## config.mk

```make
export PLATFORM = sky130hd
export DESIGN_NAME = ltssm_detect
export DESIGN_NICKNAME = d
export VERILOG_FILES = /design/src/rtl/ltssm_pkg.sv /design/src/rtl/ltssm_lane_resp.sv /design/src/rtl/ltssm_detect.sv
export SDC_FILE = /design/constraint.sdc
export NUM_CORES = 1
export LEC_CHECK = 0
export ABC_AREA = 1
export BUFFER_PORTS_ARGS = -buffer_cell sky130_fd_sc_hd__buf_2
export CAP_MARGIN = 30
export CORE_MARGIN = 8
export CORE_UTILIZATION = 28
export CTS_CLUSTER_DIAMETER = 100
export DETAILED_ROUTE_END_ITERATION = 12
export GPL_TIMING_DRIVEN = 0
export SLEW_MARGIN = 20
export SYNTH_ARGS = -nofsm -noshare
export SYNTH_HDL_FRONTEND = slang
export SYNTH_SLANG_ARGS = --single-unit
```

## constraint.sdc

```tcl
create_clock -name clk_i -period 2 [get_ports clk_i]
set_clock_uncertainty 0.1 [all_clocks]
set_input_delay 0 -clock clk_i [delete_from_list [all_inputs] [get_ports clk_i]]
set_output_delay 0 -clock clk_i [all_outputs]
set_load 0.01 [all_outputs]
```

## src/rtl/ltssm_pkg.sv

```systemverilog
// Shared types and constants for the LTSSM Detect sub-state machine.
package ltssm_pkg;

  typedef enum logic [2:0] {
    QUIET      = 3'd0,
    ACT_REQ    = 3'd1,
    ACT_WAIT   = 3'd2,
    RETRY_WAIT = 3'd3,
    POLLING    = 3'd4
  } detect_state_e;

  localparam logic [2:0] RXSTAT_RX_PRESENT = 3'b011;
  localparam logic [1:0] PD_P1             = 2'b10;

  function automatic logic rx_present(input logic [2:0] rx_status);
    return rx_status == RXSTAT_RX_PRESENT;
  endfunction

endpackage

```

## src/rtl/ltssm_lane_resp.sv

```systemverilog
// Per-lane capture of the PIPE receiver-detect response and its result.
// The next-state values are exported so a response arriving on the last wait cycle still counts.
module ltssm_lane_resp
  import ltssm_pkg::*;
(
  input  logic       clk_i,
  input  logic       rst_i,
  input  logic       clear_i,
  input  logic       capture_en_i,
  input  logic       phy_status_i,
  input  logic [2:0] rx_status_i,
  output logic       resp_next_o,
  output logic       det_next_o
);

  logic resp_q, resp_d;
  logic det_q, det_d;

  // Only the first PhyStatus per request is taken; later duplicates are dropped.
  always_comb begin
    resp_d = resp_q;
    det_d  = det_q;
    if (clear_i) begin
      resp_d = 1'b0;
      det_d  = 1'b0;
    end else if (capture_en_i && phy_status_i && !resp_q) begin
      resp_d = 1'b1;
      det_d  = rx_present(rx_status_i);
    end
  end

  always_ff @(posedge clk_i or posedge rst_i) begin
    if (rst_i) begin
      resp_q <= 1'b0;
      det_q  <= 1'b0;
    end else begin
      resp_q <= resp_d;
      det_q  <= det_d;
    end
  end

  assign resp_next_o = resp_d;
  assign det_next_o  = det_d;

endmodule

```

## src/rtl/ltssm_detect.sv

```systemverilog
// LTSSM Detect sub-state machine: drives the 12 ms detect timer, sequences PIPE receiver detection
// with one retry and hands off to Polling. Optional macro LTSSM_EIDLE_EXIT_EN adds electrical-idle exit from QUIET.
module ltssm_detect
  import ltssm_pkg::*;
#(
  parameter int NUM_LANES           = 1,
  parameter int RESP_TIMEOUT_CYCLES = 1024
) (
  input  logic                   clk_i,
  input  logic                   rst_i,
  input  logic                   link_en_i,
  input  logic                   restart_i,
  input  logic                   timeout_i,
  input  logic [NUM_LANES-1:0]   phy_status_i,
  input  logic [3*NUM_LANES-1:0] rx_status_i,
  input  logic [NUM_LANES-1:0]   rx_elec_idle_i,
  output logic                   en_timer_o,
  output logic                   tx_detect_rx_o,
  output logic                   tx_elec_idle_o,
  output logic [1:0]             power_down_o,
  output logic [NUM_LANES-1:0]   lanes_detected_o,
  output logic                   detect_done_o,
  output logic [2:0]             state_o
);

  localparam int              CNT_W    = $clog2(RESP_TIMEOUT_CYCLES + 1);
  localparam logic [CNT_W-1:0] CNT_LOAD = CNT_W'(RESP_TIMEOUT_CYCLES);

  detect_state_e          state_q, state_d;
  logic                   en_timer_q, en_timer_d;
  logic                   tx_detect_rx_q, tx_detect_rx_d;
  logic                   tx_elec_idle_q;
  logic [1:0]             power_down_q;
  logic [NUM_LANES-1:0]   lanes_q, lanes_d;
  logic                   done_q, done_d;
  logic [NUM_LANES-1:0]   first_mask_q, first_mask_d;
  logic                   second_q, second_d;
  logic [CNT_W-1:0]       cnt_q, cnt_d;

  logic [NUM_LANES-1:0]   resp_next;
  logic [NUM_LANES-1:0]   det_next;
  logic                   lane_clear;
  logic                   lane_capture;
  logic                   timer_fired;
  logic                   attempt_done;
  logic                   eidle_exit;

  assign lane_clear   = (state_q == ACT_REQ);
  assign lane_capture = (state_q == ACT_WAIT);

  generate
    for (genvar gi = 0; gi < NUM_LANES; gi++) begin : g_lane
      ltssm_lane_resp u_lane_resp (
        .clk_i        (clk_i),
        .rst_i        (rst_i),
        .clear_i      (lane_clear),
        .capture_en_i (lane_capture),
        .phy_status_i (phy_status_i[gi]),
        .rx_status_i  (rx_status_i[3*gi +: 3]),
        .resp_next_o  (resp_next[gi]),
        .det_next_o   (det_next[gi])
      );
    end
  endgenerate

`ifdef LTSSM_EIDLE_EXIT_EN
  logic [NUM_LANES-1:0] eidle_s1_q;
  logic [NUM_LANES-1:0] eidle_s2_q;

  // A lane must be out of electrical idle on two consecutive samples to count.
  always_ff @(posedge clk_i or posedge rst_i) begin
    if (rst_i) begin
      eidle_s1_q <= '0;
      eidle_s2_q <= '0;
    end else begin
      eidle_s1_q <= ~rx_elec_idle_i;
      eidle_s2_q <= eidle_s1_q;
    end
  end

  assign eidle_exit = |(eidle_s1_q & eidle_s2_q);
`else
  logic unused_elec_idle;
  assign unused_elec_idle = ^rx_elec_idle_i;
  assign eidle_exit       = 1'b0;
`endif

  // The timer output is a free-running pulse; it only means something while we enable it.
  assign timer_fired  = timeout_i && en_timer_q;
  assign attempt_done = (&resp_next) || (cnt_q <= CNT_W'(1));

  always_comb begin
    state_d      = state_q;
    first_mask_d = first_mask_q;
    second_d     = second_q;
    cnt_d        = cnt_q;

    case (state_q)
      QUIET: begin
        second_d = 1'b0;
        if (link_en_i && (timer_fired || eidle_exit)) begin
          state_d = ACT_REQ;
        end
      end
      ACT_REQ: begin
        cnt_d   = CNT_LOAD;
        state_d = ACT_WAIT;
      end
      ACT_WAIT: begin
        if (cnt_q != '0) begin
          cnt_d = cnt_q - CNT_W'(1);
        end
        if (attempt_done) begin
          if (&det_next) begin
            state_d = POLLING;
          end else if (!(|det_next)) begin
            state_d = QUIET;
          end else if (!second_q) begin
            state_d      = RETRY_WAIT;
            first_mask_d = det_next;
          end else if (det_next == first_mask_q) begin
            state_d = POLLING;
          end else begin
            state_d = QUIET;
          end
        end
      end
      RETRY_WAIT: begin
        if (timer_fired) begin
          state_d  = ACT_REQ;
          second_d = 1'b1;
        end
      end
      POLLING: begin
        if (restart_i) begin
          state_d = QUIET;
        end
      end
      default: state_d = QUIET;
    endcase

    // Once the link is handed to Polling, the top level owns link enable.
    if (!link_en_i && (state_q != POLLING)) begin
      state_d = QUIET;
    end

    lanes_d = '0;
    if (state_d == POLLING) begin
      lanes_d = (state_q == POLLING) ? lanes_q : det_next;
    end

    // Timer held off on the entry cycle of each timed wait so it restarts from zero.
    en_timer_d     = link_en_i && (state_q == state_d) &&
                     ((state_d == QUIET) || (state_d == RETRY_WAIT));
    tx_detect_rx_d = (state_d == ACT_REQ) || (state_d == ACT_WAIT);
    done_d         = (state_d == POLLING);
  end

  always_ff @(posedge clk_i or posedge rst_i) begin
    if (rst_i) begin
      state_q        <= QUIET;
      en_timer_q     <= 1'b0;
      tx_detect_rx_q <= 1'b0;
      tx_elec_idle_q <= 1'b1;
      power_down_q   <= PD_P1;
      lanes_q        <= '0;
      done_q         <= 1'b0;
      first_mask_q   <= '0;
      second_q       <= 1'b0;
      cnt_q          <= '0;
    end else begin
      state_q        <= state_d;
      en_timer_q     <= en_timer_d;
      tx_detect_rx_q <= tx_detect_rx_d;
      tx_elec_idle_q <= 1'b1;
      power_down_q   <= PD_P1;
      lanes_q        <= lanes_d;
      done_q         <= done_d;
      first_mask_q   <= first_mask_d;
      second_q       <= second_d;
      cnt_q          <= cnt_d;
    end
  end

  assign en_timer_o       = en_timer_q;
  assign tx_detect_rx_o   = tx_detect_rx_q;
  assign tx_elec_idle_o   = tx_elec_idle_q;
  assign power_down_o     = power_down_q;
  assign lanes_detected_o = lanes_q;
  assign detect_done_o    = done_q;
  assign state_o          = state_q;

endmodule

```

==> results of run 1 <==
-- layout by cell type (no fill, tap or decap), drive strengths merged, types with 3 or more instances in the layout --
cell type and n:
clkbuf 4, dlygate4sd3 3, conb 3, o21ai 12, dfrtp 20, nand2 29
buf 18, ha 3, inv 31, nand4 6, nand3 14, nor2 29
-- cell type report --
type	instances	area, sq um
flip-flops and latches	20	500.5
well taps	52	65.06
inverters	31	118.9
multi-input cells	107	618.1
fillers	441	2869
clock buffers	4	55.05
repair buffers	18	105.1
plain buffers	3	22.52
-- layer usage --
metal | global-route usage, % | routed length, um | vias up | part of all wire, %
li1 | - | - | 543 | -
met1 | 8.518 | 1220 | 468 | 49
met2 | 11.46 | 1108 | 15 | 45
met3 | 2.246 | 98 | 5 | 3.9
met4 | 5.112 | 55 | 0 | 2.2
met5 | 0 | 0 | - | 0
-- power groups by stage --
stage          clock network (uW)  registers [uW]  logic [uW]
4_1_cts                       322             574         660
3_3_place_gp                    0             584         642
5_1_grt                       337             586         753
3_5_place_dp                    0             583         651
2_1_floorplan                   0             569         537
6_report                      309             573         655
-- through the flow --
| stage | power (uW) | utilization [%] | hold slack, ns | setup WS (ns) | instance area [sq um] |
|---|---|---|---|---|---|
| after floorplan | 1106 | - | -0.1362 | 0.5568 | 1260 |
| after global placement | 1227 | 32.16 | 0.1004 | 0.4259 | 1400 |
| after detailed placement | 1234 | 32.16 | 0.08767 | 0.4347 | 1400 |
| after CTS | 1556 | 34.11 | 0.002415 | 0.4207 | 1485 |
| after global routing | 1676 | 34.11 | 0.01441 | 0.2964 | 1485 |
| final | 1537 | 34.11 | 0.006324 | 0.4203 | 1485 |
-- sequential cells by signal (all words and copies together) (netlist names) --
signal / count
g_lane.u_lane_resp.det_q: 1
cnt_q: 11
lanes_detected_o: 1
g_lane.u_lane_resp.resp_q: 1
en_timer_o: 1
tx_detect_rx_o: 1
state_o: 3
detect_done_o: 1
-- repair_timing --
item,CTS,global route
hold buffers,3,0
buffers inserted,0,0
hold endpoints to repair,24,0
-- worst register-to-register path, stage by stage, from the launching register on --
cell and delay, ns:
sky130_fd_sc_hd__dfrtp_1 0.38, sky130_fd_sc_hd__inv_1 0.14, sky130_fd_sc_hd__ha_1 0.19, sky130_fd_sc_hd__inv_1 0.09
sky130_fd_sc_hd__nor3_1 0.25, sky130_fd_sc_hd__xor2_1 0.10, sky130_fd_sc_hd__o21ai_0 0.15, sky130_fd_sc_hd__o21ai_1 0.08
-- cell families (layout without fill, tap and decap cells) --
group / count (synthesis) / count (layout)
compound gates: 16 / 16
xor+xnor: 3 / 3
fa+ha+maj: 3 / 3
flops: 20 / 20
other cells: 2 / 3
simple gates: 82 / 82
buf+inv: 34 / 56
-- worst paths after layout --
check                                 startpoint  slack, ns  depth (start not counted)                          end
min in group asynchronous                  rst_i       0.32                          3                   state_o[2]
worst max register to register          cnt_q[0]       0.42                          7                    cnt_q[10]
worst min register to register  lanes_detected_o       0.42                          2             lanes_detected_o
worst min-delay path                phy_status_i      0.006                          5  g_lane[0].u_lane_resp.det_q
max in group asynchronous                  rst_i       1.00                          3                     cnt_q[2]
worst max-delay path                    cnt_q[0]       0.42                          7                    cnt_q[10]
==> impl_metrics.yaml, run 1 <==
global_routing:
  grt_max_degree: 21
  grt.overflow.total: 0
  grt_usage_pct: 7.404
  number_of_antenna_violations_at_the_first_check_in_global_routing: 0
  grt_pass1_wl_um: 4305
  via_count_of_the_first_global_routing_pass: 1015
power_and_ir_drop:
  p_per_area_mw_per_mm2: 1035
  internal_portion_of_total_power_uw: 909.2
  ir_worst_vdd_v: 0.0003856
  seq_power_share_pct: 37.3
  power.clock.fraction_pct: 20.1
  power.switching_uw: 628.1
  power.combinational.fraction_pct: 42.6
  switching_share_pct: 40.86
  power_leakage_uw: 0.0007822
route:
  remaining_number_of_nets_flagged_by_the_antenna_check_after_routing: 0
  dr_total_vias: 1031
  drt_drc_violations_left: 0
  vias_per_cell: 4.387
  detail_route.wl_per_cell_um: 10.57
  detailed_routing_iterations_pass_1: 4
  detailed_router_s_first_iteration_violation_count: 31
  detail_route.wirelength_um: 2483
sta:
  finalSetupTns_ns: 0
  max_slew.worst_pin.slew_ns: 0.7638
  min_period_ns: 1.580
  max_freq_ghz: 0.6330
  min_period_over_period_pct: 78.98
  timing.final.hold_violations: 0
  report.final.setup_viol: 0
  rsz0062_at_grt: "no"
  slew_violations: 0
  slew-limit-headroom_pct: 49.03
clock_network:
  clk_transition_reported_paths_ns: 0.08
  largest_buffer_count_on_any_clock_path: 2
  clk_latency_ns: 0.26
  cts_repair_resize_count: 0
  cts_root_buffer: "sky130_fd_sc_hd__clkbuf_8"
  clock_sink_count: 20
  tritoncts: "done"
  cts-buffers-inserted: 3
  htree_levels: 1
logic_synthesis:
  syn_avg_cell_area_sq_um: 7.851
  post_synth_instance_area_sq_mm: 0.001256
  most_area_hungry_cell_type_in_the_yosys_netlist: "sky130_fd_sc_hd__dfrtp_1"
  count_of_flip_flops_with_a_built_in_enable_after_synthesis: 0
  post-synth-top-area-fraction_pct: 39.84
  netlist_top_cells_area: "sky130_fd_sc_hd__dfrtp_1 40%, sky130_fd_sc_hd__inv_1 7.5%, sky130_fd_sc_hd__nand2_1 7.5%"
  yosys.area_share.xor_xnor_pct: 2.092
  synthMuxAreaShare_pct: 0
  synth.top_cells.by_count: "25 x sky130_fd_sc_hd__inv_1, 25 x sky130_fd_sc_hd__nand2_1, 20 x sky130_fd_sc_hd__dfrtp_1, 17 x sky130_fd_sc_hd__nor2_1"
  yosys_register_bits: 20
  post_synth_num_cell_types: 27
  synth.yosys.warnings: 0
  async_reset_ff_share_pct: 100.0
  synth-adder-area-share_pct: 2.988
  seq_area_frac_synth_pct: 39.84
  synth_compound_area_share_pct: 7.769
  post_synth_and_or_nand_nor_area_fraction_pct: 35.46
  synthesis.instances: 160
  dominantRegCellSynth: "sky130_fd_sc_hd__dfrtp_1"
  largest_family_of_logic_cells_by_synthesized_area: "simple AND/OR/NAND/NOR gates"
setup_path:
  cp.arrival_ns: 1.62
  critical_path_required_ns: 2.04
  path_common_cell: "sky130_fd_sc_hd__inv_1"
  setup.worst_path.start_class: "flip-flop"
  timing.critical_path.buf_inv: 2
  category_of_the_critical_setup_timing_path: "flip-flop to flip-flop"
  worst_path_largest_cell_delay_ns: 0.38
  path_delay_family: "flip-flops"
  crit_path_cell_trace: "inv_1 > ha_1 > inv_1 > nor3_1 > xor2_1 > o21ai_0 > o21ai_1"
  cell_type_of_the_slowest_stage_on_the_worst_timing_path: "sky130_fd_sc_hd__dfrtp_1"
  worstPathMaxFanout: 5
  timing.critical_path.to_type: "flip-flop"
floorplanning:
  core_sq_mm: 0.004354
  die-area_sq_mm: 0.006886
  fp.dieH_um: 82.98
  ioPinCount: 20
  fp-row-count: 24
  fp.dieW_um: 82.98
  initial_core_util_pct: 28.85
placed_design:
  placement.io_buffers: 15
  detailed_placement_hpwl_um: 1921
  numPlacedInstances: 228
  final_estimated_routing_congestion_in_global_placement: 0.7971
outcome:
  outcome: "finished clean"
final_layout:
  diodes: 0
  finalNetCount: 197
  fin_cells: 235
  drive_above_1_share_pct: 27.87
  syn2layout_area_growth_pct: 18.23
flow_run:
  maxCapViolations: 0
worst_hold_path:
  worstHoldPathType: "input pin to flip-flop"
Power figures use the tool's default switching activity.
==> run 2: changes to the inputs <==
clock period = 1.5 ns   (was 2 ns; I/O delays follow)
==> impl_metrics.yaml, run 2 (synthesis results as in run 1) <==
flow_run:
  maxCapViolations: 0
power_and_ir_drop:
  p_per_area_mw_per_mm2: 1432
  power_leakage_uw: 0.0008818
  ir_worst_vdd_v: 0.0005510
route:
  dr_total_vias: 1112
  maxUsedRoutingLayer: "met4"
  met2RoutedLength_um: 1393
  drt_drc_violations_left: 0
  detailed_router_s_first_iteration_violation_count: 39
  routed_length_on_met1_um: 1250
  detail_route.wl_per_cell_um: 11.17
  detail_route.wirelength_um: 2825
  dr_wl_met3_um: 125
  detailed_routing_iterations_pass_1: 4
  vias_per_cell: 4.395
  remaining_number_of_nets_flagged_by_the_antenna_check_after_routing: 0
setup_path:
  path_common_cell: "sky130_fd_sc_hd__nand2_2"
  crit_path_cell_trace: "nor2_2 > nand2_2 > nor2_4 > nand2_1 > nand4_1 > nand2_2 > a21oi_2 > nor2_1"
  path_delay_family: "simple AND/OR/NAND/NOR gates"
  timing.critical_path.to_type: "flip-flop"
  critical_path_required_ns: 1.55
  setup.worst_path.start_class: "flip-flop"
  worst_path_largest_cell_delay_ns: 0.43
  worstPathMaxFanout: 3
  cp.arrival_ns: 1.54
  cell_type_of_the_slowest_stage_on_the_worst_timing_path: "sky130_fd_sc_hd__dfrtp_1"
  timing.critical_path.buf_inv: 0
  category_of_the_critical_setup_timing_path: "flip-flop to flip-flop"
global_routing:
  via_count_of_the_first_global_routing_pass: 1111
  grt_usage_pct: 8.231
  number_of_antenna_violations_at_the_first_check_in_global_routing: 0
  grt.overflow.total: 0
  grt_max_degree: 21
  grt_pass1_wl_um: 4809
final_layout:
  drive_above_1_share_pct: 43.78
  largest_register_ff_count: 11
  commonest_cells_after_routing_fill_and_taps_aside: "21 x sky130_fd_sc_hd__nand2_1, 21 x sky130_fd_sc_hd__buf_4, 20 x sky130_fd_sc_hd__inv_1, 18 x sky130_fd_sc_hd__dfrtp_1, 15 x sky130_fd_sc_hd__buf_2"
  diodes: 0
  layout.area.seq_sq_um: 503.0
  syn2layout_area_growth_pct: 35.66
  n_fill_cell: 421
  finalNetCount: 215
  multi_input_area_sq_um: 699.4
  utilization_pct: 39.14
  largest_register: "cnt_q"
floorplanning:
  initial_core_util_pct: 28.85
  fp-row-count: 24
  ioPinCount: 20
  core_sq_mm: 0.004354
  fp.dieH_um: 82.98
  fp.dieW_um: 82.98
  die-area_sq_mm: 0.006886
sta:
  timing.final.hold_violations: 0
  rsz0062_at_grt: "yes"
  max_slew.worst_pin.slew_ns: 0.7654
  hold_ws_ns: 0.01388
  max_freq_ghz: 0.6736
  min_period_ns: 1.485
  report.final.setup_viol: 0
  min_period_over_period_pct: 98.97
  slew_violations: 0
  slew-limit-headroom_pct: 48.92
clock_network:
  clock_sink_count: 20
  tritoncts: "done"
  cts-buffers-inserted: 3
  htree_levels: 1
  largest_buffer_count_on_any_clock_path: 2
  cts_root_buffer: "sky130_fd_sc_hd__clkbuf_8"
  clk_transition_reported_paths_ns: 0.07
  clk_latency_ns: 0.26
outcome:
  outcome: "finished clean"
placed_design:
  final_estimated_routing_congestion_in_global_placement: 0.7971
  detailed_placement_hpwl_um: 1921
  placement.io_buffers: 15
worst_hold_path:
  worstHoldPathType: "input pin to flip-flop"
run 2: path summary, 6_finish.rpt:
check / startpoint / endpoint / slack (ns) / cells past startpoint
max in group asynchronous: rst_i / state_o[0] / 0.45 / 3
hold reg to reg: lanes_detected_o / lanes_detected_o / 0.42 / 2
hold / removal: phy_status_i / g_lane[0].u_lane_resp.det_q / 0.01 / 5
setup / recovery: cnt_q[4] / en_timer_o / 0.02 / 8
setup reg to reg: cnt_q[4] / en_timer_o / 0.02 / 8
min in group asynchronous: rst_i / cnt_q[1] / 0.32 / 3
run 2: repair_timing:
action                                 CTS  global route
hold buffers                             3             0
setup endpoints to repair               12            13
pin swaps                                4             8
endpoints found under the hold margin   24             0
buffers inserted                        13             5
resized for setup                       11            16
run 2: final cells by class:
class	count	share of cell area (%)
Tap cell	52	3.818
Sequential cell	20	29.52
Timing Repair Buffer	36	14.10
Clock buffer	4	3.231
Inverter	31	6.975
Buffer	3	1.322
Multi-Input combinational cell	107	41.04
run 2: worst register-to-register path, cell delays in order (launching register included):
cell	delay (ns)
sky130_fd_sc_hd__dfrtp_1	0.43
sky130_fd_sc_hd__nor2_2	0.15
sky130_fd_sc_hd__nand2_2	0.08
sky130_fd_sc_hd__nor2_4	0.15
sky130_fd_sc_hd__nand2_1	0.09
sky130_fd_sc_hd__nand4_1	0.12
sky130_fd_sc_hd__nand2_2	0.08
sky130_fd_sc_hd__a21oi_2	0.13
sky130_fd_sc_hd__nor2_1	0.05
run 2: layer usage:
metal  vias up  GRT usage (%)
li1        575              -
met1       512          9.370
met2        20          13.15
met3         5          2.246
met4         0          5.431
met5         -              0
run 2: metrics by stage:
step	power [uW]	instance area, sq um	TNS [ns]	setup WS, ns	cells
2_1_floorplan	1475	1260	0	0.05676	161
3_3_place_gp	1636	1400	-0.1749	-0.07414	228
3_5_place_dp	1645	1400	-0.2322	-0.06532	228
4_1_cts	2258	1615	0	0.001674	248
5_1_grt	2645	1704	-0.5399	-0.08404	253
6_report	2441	1704	0	0.01548	253
run 2: report_power, final:
group,total (uW),internal [uW],switching [uW]
clock network,408,234,175
registers,777,667,110
logic,1260,527,728
total,2440,1430,1010
==> run 3: changes to the inputs <==
PLACE_DENSITY = 0.52   (was not set)
==> impl_metrics.yaml, run 3 (synthesis results as in run 1) <==
clock_network:
  cts_root_buffer: "sky130_fd_sc_hd__clkbuf_8"
  clk_transition_reported_paths_ns: 0.08
  tritoncts: "done"
  clock_sink_count: 20
  htree_levels: 1
  clk_latency_ns: 0.26
  cts-buffers-inserted: 3
  largest_buffer_count_on_any_clock_path: 2
global_routing:
  via_count_of_the_first_global_routing_pass: 1244
  grt_usage_pct: 9.326
  grt.overflow.total: 0
  grt_pass1_wl_um: 5471
  grt_max_degree: 21
  number_of_antenna_violations_at_the_first_check_in_global_routing: 0
setup_path:
  worstPathMaxFanout: 6
  worstReg2RegStart: "state_o[1]"
  crit-reg2reg-capture: "en_timer_o"
  timing.critical_path.to_type: "flip-flop"
  cp.arrival_ns: 1.60
  worst-r2r-cell-count: 7
  category_of_the_critical_setup_timing_path: "flip-flop to flip-flop"
  setup.worst_path.end: "en_timer_o"
  setup.worst_path.start_class: "flip-flop"
  startpoint: "state_o[1]"
  critical_path_required_ns: 1.60
  timing.reg2reg.setup_slack_ns: 0.003
placed_design:
  place_area_sq_mm: 0.001400
  detailed_placement_hpwl_um: 2025
  numPlacedInstances: 228
  placement.io_buffers: 15
  final_estimated_routing_congestion_in_global_placement: 0.7431
  pre_cts_ws_ns: -0.08811
route:
  dr_total_vias: 1154
  detailed_routing_iterations_pass_1: 4
  detail_route.wl_per_cell_um: 11.82
  drt_drc_violations_left: 0
  detailed_router_s_first_iteration_violation_count: 30
  vias_per_cell: 4.543
  detail_route.wirelength_um: 3003
  remaining_number_of_nets_flagged_by_the_antenna_check_after_routing: 0
sta:
  slew_violations: 0
  max_freq_ghz: 0.6680
  rsz0062_at_grt: "yes"
  min_period_over_period_pct: 99.81
  timing.final.hold_violations: 0
  max_slew.worst_pin.slew_ns: 0.8058
  report.final.setup_viol: 0
  fin_ws_ns: 0.002911
  slew-limit-headroom_pct: 46.22
  min_period_ns: 1.497
flow_run:
  maxCapViolations: 0
power_and_ir_drop:
  p_per_area_mw_per_mm2: 1422
  ir_worst_vdd_v: 0.0006552
  power_leakage_uw: 0.0008792
final_layout:
  final_design_area_no_fill_sq_mm: 0.001730
  layout.cells.most_common: "sky130_fd_sc_hd__inv_1"
  syn2layout_area_growth_pct: 37.75
  diodes: 0
  layout.area.seq_sq_um: 503.0
  commonest_cells_after_routing_fill_and_taps_aside: "20 x sky130_fd_sc_hd__inv_1, 19 x sky130_fd_sc_hd__nand2_1, 18 x sky130_fd_sc_hd__buf_4, 18 x sky130_fd_sc_hd__dfrtp_1, 15 x sky130_fd_sc_hd__buf_2"
  fin_cells: 254
  n_fill_cell: 426
  largest_register_ff_count: 11
  drive_above_1_share_pct: 43.56
  finalNetCount: 216
  utilization_pct: 39.74
  multi_input_area_sq_um: 715.7
  largest_register: "cnt_q"
floorplanning:
  initial_core_util_pct: 28.85
  core_sq_mm: 0.004354
  ioPinCount: 20
  die-area_sq_mm: 0.006886
  fp.dieW_um: 82.98
  fp-row-count: 24
  fp.dieH_um: 82.98
worst_hold_path:
  worstHoldPathType: "input pin to flip-flop"
outcome:
  outcome: "finished clean"
-- run 3: routing by layer --
metal  global-route usage [%]  up-vias  share of wire [%]
met4                    3.195        0               0.80
li1                         -      586                  -
met2                    16.48       21                 50
met1                    10.07      545                 45
met3                    3.125        2                4.2
met5                        0        -                  0
-- run 3: worst min-delay path by stage --
stage	from	endpoint	slack, ns	depth (start not counted)
6_report	rx_status_i[2]	g_lane[0].u_lane_resp.det_q	0.07	6
2_1_floorplan	rst_i	cnt_q[0]	-0.14	1
4_1_cts	timeout_i	state_o[1]	0.07	4
3_3_place_gp	rst_i	cnt_q[1]	0.1	2
3_5_place_dp	rst_i	cnt_q[1]	0.10	2
5_1_grt	timeout_i	state_o[1]	0.11	4
-- run 3: cell type report --
| type | instances | share of cell area [%] |
|---|---|---|
| buffer | 3 | 1.302 |
| clock buffer | 4 | 3.181 |
| inverter | 31 | 7.014 |
| multi-input combinational | 109 | 41.36 |
| sequential | 20 | 29.07 |
| tap | 52 | 3.760 |
| timing repair buffer | 35 | 14.32 |
-- run 3: worst max-delay path, stage by stage (launching register included) --
cell and delay (ns):
sky130_fd_sc_hd__dfrtp_2 0.48, sky130_fd_sc_hd__nor2_4 0.14, sky130_fd_sc_hd__nand3b_1 0.15, sky130_fd_sc_hd__a21oi_4 0.24
sky130_fd_sc_hd__nor2_2 0.05, sky130_fd_sc_hd__nor2_2 0.08, sky130_fd_sc_hd__nand3_1 0.09, sky130_fd_sc_hd__nor2_1 0.10
-- run 3: stage by stage --
stage	total power [uW]	TNS, ns	hold WS, ns
3_5_place_dp	1656	-0.4101	0.1025
6_report	2460	0	0.07092
5_1_grt	2676	-1.212	0.1114
4_1_cts	2336	-0.01798	0.06679
3_3_place_gp	1652	-0.3482	0.09754
2_1_floorplan	1475	0	-0.1362
-- run 3: where the power goes --
part	internal, uW	total, uW	switching (uW)
combinational	510	1250	743
sequential	667	786	119
clock	234	422	188
total	1410	2460	1050
-- run 3: what timing repair did --
item                                    CTS  global route
cloned                                    2             0
endpoints found under the hold margin    25             0
hold buffers                              4             0
pin swaps                                 9             8
endpoints found under the setup margin   13            16
gates resized for setup                  16            14
setup buffers                             9             7
